`src/rtl/tx_rc_pkg.sv`:
```
// Shared widths, beat phase encoding and lane formatting for the TX rate converter.
package tx_rc_pkg;

  localparam int unsigned NSAMP  = 16;
  localparam int unsigned SAMP_W = 12;
  localparam int unsigned LANE_W = 16;
  localparam int unsigned BEAT_W = NSAMP / 2 * LANE_W;

  typedef enum logic {
    PH_LO = 1'b0,
    PH_HI = 1'b1
  } phase_t;

  function automatic logic [LANE_W-1:0] lane_fmt(input logic [SAMP_W-1:0] samp);
    lane_fmt = {samp, {(LANE_W-SAMP_W){1'b0}}};
  endfunction

endpackage

```
`src/rtl/tx_lane_format.sv`:
```
// Combinational MSB-aligned formatting of NSAMP samples into NSAMP DAC lanes.
module tx_lane_format #(
  parameter int unsigned NSAMP  = tx_rc_pkg::NSAMP,
  parameter int unsigned SAMP_W = tx_rc_pkg::SAMP_W,
  parameter int unsigned LANE_W = tx_rc_pkg::LANE_W
) (
  input  logic [NSAMP*SAMP_W-1:0] i_samples,
  output logic [NSAMP*LANE_W-1:0] o_lanes
);
  import tx_rc_pkg::*;

  generate
    if (SAMP_W == tx_rc_pkg::SAMP_W && LANE_W == tx_rc_pkg::LANE_W) begin : g_pkg_fmt
      always_comb begin
        o_lanes = '0;
        for (int unsigned k = 0; k < NSAMP; k++) begin
          o_lanes[LANE_W*k +: LANE_W] = lane_fmt(i_samples[SAMP_W*k +: SAMP_W]);
        end
      end
    end else begin : g_gen_fmt
      always_comb begin
        o_lanes = '0;
        for (int unsigned k = 0; k < NSAMP; k++) begin
          o_lanes[LANE_W*k +: LANE_W] = LANE_W'(i_samples[SAMP_W*k +: SAMP_W]) << (LANE_W - SAMP_W);
        end
      end
    end
  endgenerate

endmodule

```
`src/rtl/tx_rate_convert.sv`:
```
// TX gearbox: one NSAMP-sample I/Q word in, two half-word DAC beats out.
// Optional TXRC_ZERO_FILL_EN keeps m_valid high while enabled, filling starved cycles with zeros.
module tx_rate_convert #(
  parameter int unsigned NSAMP  = tx_rc_pkg::NSAMP,
  parameter int unsigned SAMP_W = tx_rc_pkg::SAMP_W,
  parameter int unsigned LANE_W = tx_rc_pkg::LANE_W
) (
  input  logic                      clk,
  input  logic                      rst,
  input  logic                      en,
  input  logic                      s_valid,
  output logic                      s_ready,
  input  logic [NSAMP*SAMP_W-1:0]   s_data_i,
  input  logic [NSAMP*SAMP_W-1:0]   s_data_q,
  output logic                      m_valid,
  input  logic                      m_ready,
  output logic [NSAMP/2*LANE_W-1:0] m_data_i,
  output logic [NSAMP/2*LANE_W-1:0] m_data_q,
  output logic                      m_last,
  output logic [15:0]               underrun_cnt
);
  import tx_rc_pkg::*;

  localparam int unsigned BW = NSAMP / 2 * LANE_W;

  logic [NSAMP*LANE_W-1:0] w_fmt_i;
  logic [NSAMP*LANE_W-1:0] w_fmt_q;
  logic [NSAMP*LANE_W-1:0] r_buf_i;
  logic [NSAMP*LANE_W-1:0] r_buf_q;
  logic                    r_buf_valid;
  logic                    w_buf_valid_nxt;
  phase_t                  r_phase;
  phase_t                  w_phase_nxt;
  logic                    w_accept;
  logic                    w_beat_done;
  logic                    w_starved;
  logic [15:0]             r_underrun;

  tx_lane_format #(.NSAMP(NSAMP), .SAMP_W(SAMP_W), .LANE_W(LANE_W)) u_fmt_i (
    .i_samples (s_data_i),
    .o_lanes   (w_fmt_i)
  );

  tx_lane_format #(.NSAMP(NSAMP), .SAMP_W(SAMP_W), .LANE_W(LANE_W)) u_fmt_q (
    .i_samples (s_data_q),
    .o_lanes   (w_fmt_q)
  );

  // A new word may land in the same cycle the upper beat is taken.
  assign s_ready     = en & ~rst & (~r_buf_valid | ((r_phase == PH_HI) & m_ready));
  assign w_accept    = s_valid & s_ready;
  assign w_beat_done = r_buf_valid & m_ready;
  assign w_starved   = en & m_ready & ~r_buf_valid;

  always_ff @(posedge clk) begin
    if (rst) begin
      r_buf_valid <= 1'b0;
      r_phase     <= PH_LO;
    end else begin
      r_buf_valid <= w_buf_valid_nxt;
      r_phase     <= w_phase_nxt;
    end
  end

  always_comb begin
    w_buf_valid_nxt = r_buf_valid;
    w_phase_nxt     = r_phase;
    if (!en) begin
      w_buf_valid_nxt = 1'b0;
      w_phase_nxt     = PH_LO;
    end else if (w_accept) begin
      w_buf_valid_nxt = 1'b1;
      w_phase_nxt     = PH_LO;
    end else if (w_beat_done) begin
      case (r_phase)
        PH_LO: w_phase_nxt = PH_HI;
        PH_HI: begin
          w_buf_valid_nxt = 1'b0;
          w_phase_nxt     = PH_LO;
        end
        default: w_phase_nxt = PH_LO;
      endcase
    end
  end

  always_ff @(posedge clk) begin
    if (rst) begin
      r_buf_i <= '0;
      r_buf_q <= '0;
    end else if (w_accept) begin
      r_buf_i <= w_fmt_i;
      r_buf_q <= w_fmt_q;
    end
  end

  always_ff @(posedge clk) begin
    if (rst) begin
      r_underrun <= '0;
    end else if (w_starved && (r_underrun != '1)) begin
      r_underrun <= r_underrun + 16'd1;
    end
  end

  always_comb begin
    m_data_i = '0;
    m_data_q = '0;
    m_last   = 1'b0;
    if (r_buf_valid) begin
      m_last = (r_phase == PH_HI);
      if (r_phase == PH_HI) begin
        m_data_i = r_buf_i[BW +: BW];
        m_data_q = r_buf_q[BW +: BW];
      end else begin
        m_data_i = r_buf_i[0 +: BW];
        m_data_q = r_buf_q[0 +: BW];
      end
    end
  end

`ifdef TXRC_ZERO_FILL_EN
  assign m_valid = r_buf_valid | (en & ~rst);
`else
  assign m_valid = r_buf_valid;
`endif

  assign underrun_cnt = r_underrun;

endmodule

```
`config.mk`:
```
export PLATFORM = sky130hd
export DESIGN_NAME = tx_rate_convert
export DESIGN_NICKNAME = d
export VERILOG_FILES = /design/src/rtl/tx_rc_pkg.sv /design/src/rtl/tx_lane_format.sv /design/src/rtl/tx_rate_convert.sv
export SDC_FILE = /design/constraint.sdc
export NUM_CORES = 1
export LEC_CHECK = 0
export ABC_CLOCK_PERIOD_IN_PS = 4000
export CAP_MARGIN = 10
export CORE_AREA = 5 5 257 259
export CTS_CLUSTER_SIZE = 8
export DETAILED_ROUTE_END_ITERATION = 7
export DIE_AREA = 0 0 262 264
export HOLD_SLACK_MARGIN = 0.15
export PLACE_DENSITY = 0.59
export SLEW_MARGIN = 20
export SYNTH_ARGS = -nofsm -noshare
export SYNTH_HDL_FRONTEND = slang
export SYNTH_SLANG_ARGS = --single-unit
```
`constraint.sdc`:
```
create_clock -name clk -period 4 [get_ports clk]
set_clock_uncertainty 0.15 [all_clocks]
set_input_delay 0.6 -clock clk [delete_from_list [all_inputs] [get_ports clk]]
set_output_delay 0.6 -clock clk [all_outputs]
set_load 0.05 [all_outputs]
```
==> impl_metrics.env <==
export IMPL_via_count=14725
export IMPL_ant_nets=0
export IMPL_synth_cell_area_mm2=0.01836
export IMPL_io_buffers=599
export IMPL_hold_viol=0
export IMPL_whs_ps=338.5
export IMPL_synth_compound_area_share_pct=0.8657
export IMPL_cts_resized=0
export IMPL_synth_top_family_by_area="multiplexers"
export IMPL_synthTopCellsByArea="dfxtp_1 44%, mux2i_1 31%, nor2_1 8.1%"
export IMPL_ys_warn_count=0
export IMPL_ys_seq_area_share_pct=43.84
export IMPL_synthXorXnorAreaFrac_pct=0
export IMPL_grt_pass1_wl_mm=88.28
export IMPL_slew_limit_headroom_pct=17.80
export IMPL_grt_overflow_total=0
export IMPL_combinationalPowerShare_pct=12.1
export IMPL_start_util_pct=28.84
export IMPL_netlist_area_leader_share_pct=43.84
export IMPL_regToRegSetupSlack_ps=1090
export IMPL_hold_path_class="reg2reg"
export IMPL_dpl_cell_area_mm2=0.02490
export IMPL_maxSlewViolCount=0
export IMPL_clockPowerShare_pct=44.0
export IMPL_drive_gt1_share_pct=4.915
export IMPL_fin_util_pct=41.60
export IMPL_final_cell_area_mm2=0.02648
export IMPL_core_area_mm2=0.06365
export IMPL_cp_required_ps=3250
export IMPL_switchingPower_uw=2305
export IMPL_cts_clk_slew_worst_paths_ps=50
export IMPL_die_w_um=262
export IMPL_setup_viol=0
export IMPL_root_buffer="clkbuf_16"
export IMPL_crit_fanout=36
export IMPL_ys_ff_latch=402
export IMPL_fin_nets=2804
export IMPL_grt_setup_unrepaired="no"
export IMPL_synth_largest_area_cell="dfxtp_1"
export IMPL_layoutNonFillerInstCount=3291
export IMPL_placed_cells=3209
export IMPL_cp_slowest_cell="clkdlybuf4s50_1"
export IMPL_swShare_pct=23.96
export IMPL_avgRoutedWirePerCell_um=18.18
export IMPL_cp_start_kind="flip-flop"
export IMPL_area_delta_synth_final_pct=44.24
export IMPL_crit_type="reg2out"
export IMPL_first_pass_iters=4
export IMPL_yosys_area_share_simple_pct=16.28
export IMPL_muxShareOfSynthArea_pct=31.65
export IMPL_avgViaCountPerCell=4.474
export IMPL_critPathCaptureType="output pin"
export IMPL_seqPwrFrac_pct=43.9
export IMPL_path_cells="buf_12 -> mux2i_1 -> nor2b_1 -> clkdlybuf4s50_1"
export IMPL_critPathMaxStageDelay_ps=850
export IMPL_grt_pass1_vias=15331
export IMPL_fp_dieH_um=264
export IMPL_synth_fa_ha_area_share_pct=0.06816
export IMPL_die_area_mm2=0.06917
export IMPL_min_period_ps=3700
export IMPL_grt_antenna_before_repair=23
export IMPL_p_leak_uw=0.01144
export IMPL_cts_path_max_buffers=3
export IMPL_power_internal_uw=7312
export IMPL_crit_buf_inv=2
export IMPL_track_usage_pct=16.06
export IMPL_crit_arrival_ps=2950
export IMPL_drv_cap=0
export IMPL_rows=93
export IMPL_status="complete, no violations"
export IMPL_cts_buffers=56
export IMPL_io_pins=664
export IMPL_cts_sinks=402
export IMPL_dp_hpwl_mm=43.30
export IMPL_ctsHtreeMaxLevel=2
export IMPL_first_iter_violations=583
export IMPL_worst_pin_slew_ps=1233
export IMPL_clock_latency_ps=570
export IMPL_avgSynthCellArea_um2=9.949
export IMPL_synth_distinct_cells=35
export IMPL_ir_drop_mv=0.2686
export IMPL_period_share_pct=92.49
export IMPL_cts_tree="done"
export IMPL_grt_max_degree=215
export IMPL_tns_ps=0
export IMPL_cellPowerDensity_mw_per_mm2=363.2
export IMPL_routabilityCongestion=0.8012
export IMPL_drcViolationCount=0
export IMPL_critPathTopFamily="buffers and inverters"
export IMPL_synthCells=1845
export IMPL_max_freq_ghz=0.2703
export IMPL_wl_mm=59.83
## path summary, 6_finish.rpt
| path | cells past startpoint | from | to |
|---|---|---|---|
| setup / recovery | 4 | r_phase | m_data_i[62] |
| hold / removal | 2 | r_buf_q[107] | r_buf_q[107] |
| setup reg to reg | 7 | r_phase | r_buf_i[182] |
| hold reg to reg | 2 | r_buf_q[107] | r_buf_q[107] |
## flip-flops by register name, indices dropped and copies added (netlist names)
signal / flops
m_valid: 1
r_buf_i: 192
r_buf_q: 192
r_phase: 1
underrun_cnt: 16
## Yosys cell counts
cell type	n
and2_1	1
buf_2	21
o21ai_0	3
nand2_1	5
and4_1	3
nor3b_1	1
buf_6	41
a21oi_1	12
nand3_1	6
inv_1	3
o21bai_1	1
nand3b_1	2
o41ai_1	2
dfxtp_1	402
conb_1	1
a31oi_1	1
nand2b_4	1
a21boi_1	1
mux2_2	3
and3b_1	1
mux2i_1	577
nand4_1	3
clkbuf_1	69
nor4_1	3
o31ai_1	6
nor2b_1	196
nor2_1	394
nor3_1	4
ha_1	1
buf_4	65
or4_1	6
or3_1	4
or4b_2	2
buf_1	3
or3b_1	1
## through the flow
step           power (uW)  worst slack (ps)
2_1_floorplan        4967              1217
3_3_place_gp         5438             708.2
3_5_place_dp         5459             692.2
4_1_cts              9794             43.69
5_1_grt             10060             182.0
6_report             9616             300.3
## routing by layer
layer / global-route usage [%] / wire (um) / vias up
li1: - / - / 7193
met1: 18.36 / 23980 / 6934
met2: 27.40 / 28320 / 471
met3: 6.499 / 5816 / 111
met4: 5.059 / 1622 / 16
met5: 0 / 97 / -
## timing repair
action | 4_1_cts | 5_1_grt
endpoints found under the hold margin | 6 | 0
setup buffers | 0 | 1
hold buffers | 1 | 0
endpoints found under the setup margin | 0 | 1
## cell type report
class | instances | area (um^2)
clock buffers | 64 | 1494
diodes | 15 | 37.54
clock inverters | 1 | 16.27
inverters | 3 | 11.26
flip-flops and latches | 402 | 8055
repair buffers | 647 | 6576
fillers | 6202 | 37170
multi-input cells | 1304 | 9218
well taps | 855 | 1070
## tightest hold or removal path: stages, from the launching register on
cell	delay (ps)
dfxtp_1	320
mux2i_1	70
nor2_1	70
## power groups by stage
stage               logic (uW)  clock network [uW]  registers [uW]
finish                    1160                4240            4220
global route              1240                4580            4230
CTS                       1160                4410            4220
detailed placement        1160                   0            4300
global placement          1140                   0            4300
floorplan                  695                   0            4270
## placed cells by master (no fill, tap or decap), types with 2 or more instances in the layout
| cell type | instances |
|---|---|
| a21oi_1 | 12 |
| and4_1 | 3 |
| buf_12 | 17 |
| buf_4 | 30 |
| clkbuf_1 | 4 |
| clkbuf_16 | 58 |
| clkbuf_8 | 2 |
| clkdlybuf4s50_1 | 598 |
| conb_1 | 64 |
| dfxtp_1 | 400 |
| dfxtp_4 | 2 |
| diode_2 | 15 |
| inv_1 | 3 |
| mux2_2 | 3 |
| mux2i_1 | 577 |
| nand2_1 | 5 |
| nand3_1 | 6 |
| nand3b_1 | 2 |
| nand4_1 | 3 |
| nor2_1 | 394 |
| nor2b_1 | 196 |
| nor3_1 | 4 |
| nor4_1 | 2 |
| o21ai_0 | 3 |
| o31ai_1 | 6 |
| o41ai_1 | 2 |
| or3_1 | 4 |
| or4_1 | 6 |
| or4b_2 | 2 |
## logic make-up after synthesis
group | Yosys count
flops | 402
compound gates | 26
buf+inv | 202
other cells | 1
mux | 580
fa+ha+maj | 1
simple gates | 633
No activity file was read; power rests on OpenSTA's default activity.
